[src/rtl/ps2_host_tx.sv]
// Host-to-device PS/2 transmitter.
// Sends one command byte to the keyboard: inhibit, request-to-send, then
// eleven device clock falling edges shift out data, parity and stop and
// sample the ack bit. All pins are open-drain, driven through pull-low enables.
module ps2_host_tx #(
  parameter int INHIBIT_CYCLES = 5000,
  parameter int TIMEOUT_CYCLES = 750000
) (
  input  logic       clk,
  input  logic       rst_n,
  input  logic [7:0] tx_data,
  input  logic       tx_start,
  output logic       tx_busy,
  output logic       tx_done,
  output logic       tx_error,
  input  logic       ps2_clk_in,
  input  logic       ps2_data_in,
  output logic       ps2_clk_oe,
  output logic       ps2_data_oe
);

  localparam logic [2:0] ST_IDLE      = 3'd0;
  localparam logic [2:0] ST_INHIBIT   = 3'd1;
  localparam logic [2:0] ST_RTS       = 3'd2;
  localparam logic [2:0] ST_SHIFT     = 3'd3;
  localparam logic [2:0] ST_WAIT_IDLE = 3'd4;
  localparam logic [2:0] ST_ERR       = 3'd5;

  localparam int              INH_W    = (INHIBIT_CYCLES > 1) ? $clog2(INHIBIT_CYCLES) : 1;
  localparam logic [INH_W-1:0] INH_LAST = INH_W'(INHIBIT_CYCLES - 1);
  localparam logic [19:0]     TO_LAST  = 20'(TIMEOUT_CYCLES - 1);
  localparam logic [19:0]     TO_MAX   = 20'hF_FFFF;

  // Synchroniser and edge-detect flops
  logic clk_meta_reg, clk_sync_reg, clk_prev_reg;
  logic data_meta_reg, data_sync_reg;

  // Control state
  logic [2:0]       state_reg, state_next;
  logic [INH_W-1:0] inh_cnt_reg, inh_cnt_next;
  logic [19:0]      to_cnt_reg, to_cnt_next;
  logic [3:0]       fe_idx_reg, fe_idx_next;
  logic [7:0]       data_reg, data_next;
  logic             parity_reg, parity_next;
  logic             clk_oe_reg, clk_oe_next;
  logic             data_oe_reg, data_oe_next;
  logic             busy_reg, busy_next;
  logic             done_reg, done_next;
  logic             error_reg, error_next;

  logic fe;
  logic bus_idle;
  logic to_expired;

  // Bring the asynchronous pins into the clk domain; idle bus level is high
  always_ff @(posedge clk) begin
    if (!rst_n) begin
      clk_meta_reg  <= 1'b1;
      clk_sync_reg  <= 1'b1;
      clk_prev_reg  <= 1'b1;
      data_meta_reg <= 1'b1;
      data_sync_reg <= 1'b1;
    end else begin
      clk_meta_reg  <= ps2_clk_in;
      clk_sync_reg  <= clk_meta_reg;
      clk_prev_reg  <= clk_sync_reg;
      data_meta_reg <= ps2_data_in;
      data_sync_reg <= data_meta_reg;
    end
  end

  assign fe         = clk_prev_reg & ~clk_sync_reg;
  assign bus_idle   = clk_sync_reg & data_sync_reg;
  assign to_expired = (to_cnt_reg >= TO_LAST);

  // Next-state logic for the transmit sequencer
  always_comb begin
    state_next   = state_reg;
    inh_cnt_next = inh_cnt_reg;
    fe_idx_next  = fe_idx_reg;
    data_next    = data_reg;
    parity_next  = parity_reg;
    clk_oe_next  = clk_oe_reg;
    data_oe_next = data_oe_reg;
    busy_next    = busy_reg;
    done_next    = 1'b0;
    error_next   = 1'b0;
    // Saturating count of cycles since the last reload; never wraps
    to_cnt_next  = (to_cnt_reg == TO_MAX) ? to_cnt_reg : to_cnt_reg + 20'd1;

    case (state_reg)
      ST_IDLE: begin
        clk_oe_next  = 1'b0;
        data_oe_next = 1'b0;
        busy_next    = 1'b0;
        // A start coinciding with a completion pulse is dropped, not queued
        if (tx_start && !done_reg && !error_reg) begin
          state_next   = ST_INHIBIT;
          data_next    = tx_data;
          parity_next  = ~^tx_data;
          busy_next    = 1'b1;
          clk_oe_next  = 1'b1;
          inh_cnt_next = '0;
        end
      end

      ST_INHIBIT: begin
        if (inh_cnt_reg == INH_LAST) begin
          // Release clock and pull data low: start bit / request-to-send
          state_next   = ST_RTS;
          clk_oe_next  = 1'b0;
          data_oe_next = 1'b1;
        end else begin
          inh_cnt_next = inh_cnt_reg + 1'b1;
        end
      end

      ST_RTS: begin
        fe_idx_next = 4'd0;
        to_cnt_next = 20'd0;
        state_next  = ST_SHIFT;
      end

      ST_SHIFT: begin
        // A device edge takes priority over an expiring timeout
        if (fe) begin
          to_cnt_next = 20'd0;
          fe_idx_next = fe_idx_reg + 4'd1;
          if (fe_idx_reg < 4'd8) begin
            data_oe_next = ~data_reg[fe_idx_reg[2:0]];
          end else if (fe_idx_reg == 4'd8) begin
            data_oe_next = ~parity_reg;
          end else if (fe_idx_reg == 4'd9) begin
            data_oe_next = 1'b0;
          end else if (!data_sync_reg) begin
            state_next = ST_WAIT_IDLE;
          end else begin
            state_next   = ST_ERR;
            clk_oe_next  = 1'b0;
            data_oe_next = 1'b0;
            error_next   = 1'b1;
            busy_next    = 1'b0;
          end
        end else if (to_expired) begin
          state_next   = ST_ERR;
          clk_oe_next  = 1'b0;
          data_oe_next = 1'b0;
          error_next   = 1'b1;
          busy_next    = 1'b0;
        end
      end

      ST_WAIT_IDLE: begin
        clk_oe_next  = 1'b0;
        data_oe_next = 1'b0;
        if (fe) begin
          to_cnt_next = 20'd0;
        end
        if (bus_idle) begin
          state_next = ST_IDLE;
          done_next  = 1'b1;
          busy_next  = 1'b0;
        end else if (!fe && to_expired) begin
          state_next = ST_ERR;
          error_next = 1'b1;
          busy_next  = 1'b0;
        end
      end

      ST_ERR: begin
        clk_oe_next  = 1'b0;
        data_oe_next = 1'b0;
        busy_next    = 1'b0;
        state_next   = ST_IDLE;
      end

      default: begin
        state_next   = ST_IDLE;
        clk_oe_next  = 1'b0;
        data_oe_next = 1'b0;
        busy_next    = 1'b0;
      end
    endcase
  end

  // State and registered outputs; reset releases both lines immediately
  always_ff @(posedge clk) begin
    if (!rst_n) begin
      state_reg   <= ST_IDLE;
      inh_cnt_reg <= '0;
      to_cnt_reg  <= 20'd0;
      fe_idx_reg  <= 4'd0;
      data_reg    <= 8'd0;
      parity_reg  <= 1'b0;
      clk_oe_reg  <= 1'b0;
      data_oe_reg <= 1'b0;
      busy_reg    <= 1'b0;
      done_reg    <= 1'b0;
      error_reg   <= 1'b0;
    end else begin
      state_reg   <= state_next;
      inh_cnt_reg <= inh_cnt_next;
      to_cnt_reg  <= to_cnt_next;
      fe_idx_reg  <= fe_idx_next;
      data_reg    <= data_next;
      parity_reg  <= parity_next;
      clk_oe_reg  <= clk_oe_next;
      data_oe_reg <= data_oe_next;
      busy_reg    <= busy_next;
      done_reg    <= done_next;
      error_reg   <= error_next;
    end
  end

  assign tx_busy     = busy_reg;
  assign tx_done     = done_reg;
  assign tx_error    = error_reg;
  assign ps2_clk_oe  = clk_oe_reg;
  assign ps2_data_oe = data_oe_reg;

endmodule

[config.mk]
export PLATFORM = sky130hd
export DESIGN_NAME = ps2_host_tx
export DESIGN_NICKNAME = d
export VERILOG_FILES = /design/src/rtl/ps2_host_tx.sv
export SDC_FILE = /design/constraint.sdc
export NUM_CORES = 1
export LEC_CHECK = 0
export CAP_MARGIN = 20
export CELL_PAD_IN_SITES_DETAIL_PLACEMENT = 0
export CELL_PAD_IN_SITES_GLOBAL_PLACEMENT = 1
export CORE_MARGIN = 2
export CORE_UTILIZATION = 48
export DETAILED_ROUTE_END_ITERATION = 8
export GPL_TIMING_DRIVEN = 0
export PLACE_DENSITY_LB_ADDON = 0.1
export SYNTH_ARGS = -nofsm -noshare
export SYNTH_HDL_FRONTEND = slang
export SYNTH_SLANG_ARGS = --single-unit
[constraint.sdc]
create_clock -name clk -period 4.9 [get_ports clk]
set_clock_uncertainty 0.05 [all_clocks]
set_input_delay 0.98 -clock clk [delete_from_list [all_inputs] [get_ports clk]]
set_output_delay 0.98 -clock clk [all_outputs]
set_load 0.005 [all_outputs]
==> results by group <==
Run status
  – Run status: finished clean

Clock network
  – Clk buf depth: 2
  – Post-CTS setup buffer count: 0
  – Worst-Skew Late Latency: 0.34 ns
  – CTS sink count: 59
  – Post-CTS sizing: 0
  – CTS Hold Buffers Added: 0
  – Clock input transition at the sequential cells of the worst setup and hold paths: 0.06 ns
  – CTS tree: done
  – Number of CTS-inserted buffers: 9
  – CTS H-Tree Depth: 3
  – Root Buffer: clkbuf_8

Timing
  – Setup TNS: 0 ns
  – Unrepaired setup endpoints after global routing: no
  – Slew headroom: 0.584
  – Endpoints failing setup: 0
  – Fin. Hold Viols: 0
  – Final Critical Period: 2.89 ns
  – Max Fclk: 346 MHz
  – Tcrit/Tclk final: 0.590
  – Fin. max-slew vios: 0
  – Worst-margin pin slew: 0.623 ns

Drt
  – Final wirelength: 6.60 mm
  – Routed Antenna Nets: 0
  – Wirelength per Cell: 13.9 um
  – DRC: 0
  – Via-per-instance ratio: 5.39
  – First drt pass iteration count: 4
  – DR vias: 2551
  – Initial detailed-routing violation count: 112

Critical path
  – Path type of the worst setup path: in2reg
  – Worst EP arrival: 3.05 ns
  – Crit path buf inv count: 2
  – CP max FO: 10
  – Slowest Stage Delay on Critical Path: 0.50 ns
  – Slowest CP cell: or3b_2
  – Top delay family on crit path: simple AND/OR/NAND/NOR gates
  – Crit end category: register
  – Worst Path Required: 5.06 ns
  – Worst setup SP type: input pin
  – CP cell instances: clkdlybuf4s50_1 -> or3b_2 -> or4_1 -> nand2_1 -> clkbuf_1 -> nor2_1

Power
  – Leakage: 1.23 nW
  – PwrDens: 314 mW/mm2
  – VDD IR max: 0.168 mV

Die
  – Core Region: 0.00603 mm2
  – Die area: 0.00697 mm2
  – Initial core utilization: 0.504
  – Io pins: 18
  – Die height: 83.5 um
  – Die Wd: 83.5 um
  – Row cnt: 28

Finish
  – # fillers: 591
  – Multi-input gate area: 0.00177 mm2
  – Register area: 0.00118 mm2
  – Antenna cell count: 0
  – Synthesis-to-layout area growth: 14.6%
  – Max reg flops: 20
  – Share of cells above drive strength 1: 0.0879
  – Nets@finish: 411
  – Final Non-Filler Cells: 473

Yosys
  – Yosys Warn Count: 0
  – EDFF count, synth: 0
  – Synth cell count leaders: 59 x dfxtp_1, 54 x nand2_1, 45 x nor2_1
  – Net Count, Synth: 383
  – Register bit count reported by yosys: 59
  – Post-synthesis async set-or-reset flop share: 0
  – Ys flop type: dfxtp_1
  – Distinct cells, synth: 56
  – Area leader, netlist: dfxtp_1
  – Mapped Area: 0.00303 mm2
  – Most numerous cell in the Yosys netlist: dfxtp_1
  – Syn avg cell area: 8.31 um2
  – Cell count after synthesis: 365
  – Seq/Total Area, Yosys: 0.389
  – Synth area leaders: dfxtp_1 39%, nand2_1 6.7%, nor2_1 5.6%, xnor2_1 5.2%, xor2_1 4.0%
  – Yosys top cell area share: 0.389

Run
  – Max Cap Viol: 0

GRT
  – Overall Global Routing Usage: 0.199
  – Initial antenna violation count: 0
  – First-pass GRT wire length: 11.2 mm
  – Vias in the first global route: 2364
  – Largest net degree at the start of global routing: 11
  – Global route overflow: 0

Worst hold path
  – Worst min path class: reg2reg

Placement
  – Port bufs: 17
  – Routability congestion estimate: 0.844
  – HPWL Detailed: 4.76 mm
  – Placed Instances: 457
power by group:
part / total [mW] / switching (mW) / internal (mW)
sequential: 0.522 / 0.0182 / 0.504
combinational: 0.167 / 0.0946 / 0.0724
clock: 0.403 / 0.194 / 0.209
through the flow:
step | hold slack (ns) | power, mW | setup WS [ns] | utilization | instance area [um2]
6_report | 0.359 | 1.09 | 2.01 | 0.577 | 3480
5_1_grt | 0.371 | 1.15 | 1.95 | 0.577 | 3480
2_1_floorplan | 0.336 | 0.644 | 2.39 | - | 3030
4_1_cts | 0.360 | 1.10 | 2.01 | 0.577 | 3480
3_3_place_gp | 0.344 | 0.699 | 1.66 | 0.547 | 3300
3_5_place_dp | 0.345 | 0.700 | 1.66 | 0.547 | 3300
worst paths after layout:
kind	endpoint	cells after the start	slack, ns	from
worst max-delay path	inh_cnt_reg[2]$_SDFFE_PN0P_	6	2.01	tx_start
worst min-delay path	clk_sync_reg$_SDFF_PN1_	1	0.36	clk_meta_reg$_SDFF_PN1_
worst max register to register	state_reg[0]$_SDFFE_PN0P_	7	2.65	to_cnt_reg[0]$_SDFF_PN0_
worst min register to register	clk_sync_reg$_SDFF_PN1_	1	0.36	clk_meta_reg$_SDFF_PN1_
cell type report:
class / instances / area share
Buffer: 16 / 0.0176
Clock buffer: 12 / 0.0446
Clock inverter: 4 / 0.00719
Inverter: 5 / 0.00540
Multi-Input combinational cell: 285 / 0.510
Sequential cell: 59 / 0.340
Tap cell: 75 / 0.0270
Timing Repair Buffer: 17 / 0.0489
cells in the final DEF, fill, tap and decap left out, drive strengths merged, types with 6 or more instances in the layout:
| master | count |
|---|---|
| xor2 | 14 |
| and3 | 7 |
| xnor2 | 18 |
| nand2 | 55 |
| nand2b | 10 |
| nand3 | 16 |
| nor3 | 11 |
| nor2 | 46 |
| clkdlybuf4s50 | 17 |
| a21oi | 8 |
| nand4 | 6 |
| clkbuf | 27 |
| o21ai | 12 |
| dfxtp | 59 |
| a21boi | 11 |
per-layer routing:
layer,track usage,part of all wire,vias to the layer above
met4,0.0704,0.0099,0
met3,0.0574,0.044,6
met2,0.298,0.43,48
li1,-,-,1331
met1,0.274,0.52,1166
met5,0,0,-
logic make-up after synthesis:
kind of cell,share of synthesized area
multiplexers,0.0285
AND/OR/NAND/NOR,0.303
adder cells (fa/ha/maj),0.0206
XOR/XNOR,0.0924
flip-flops,0.389
buffers and inverters,0.0264
AO/OA/AOI/OAI,0.140
Power figures use the tool's default switching activity.
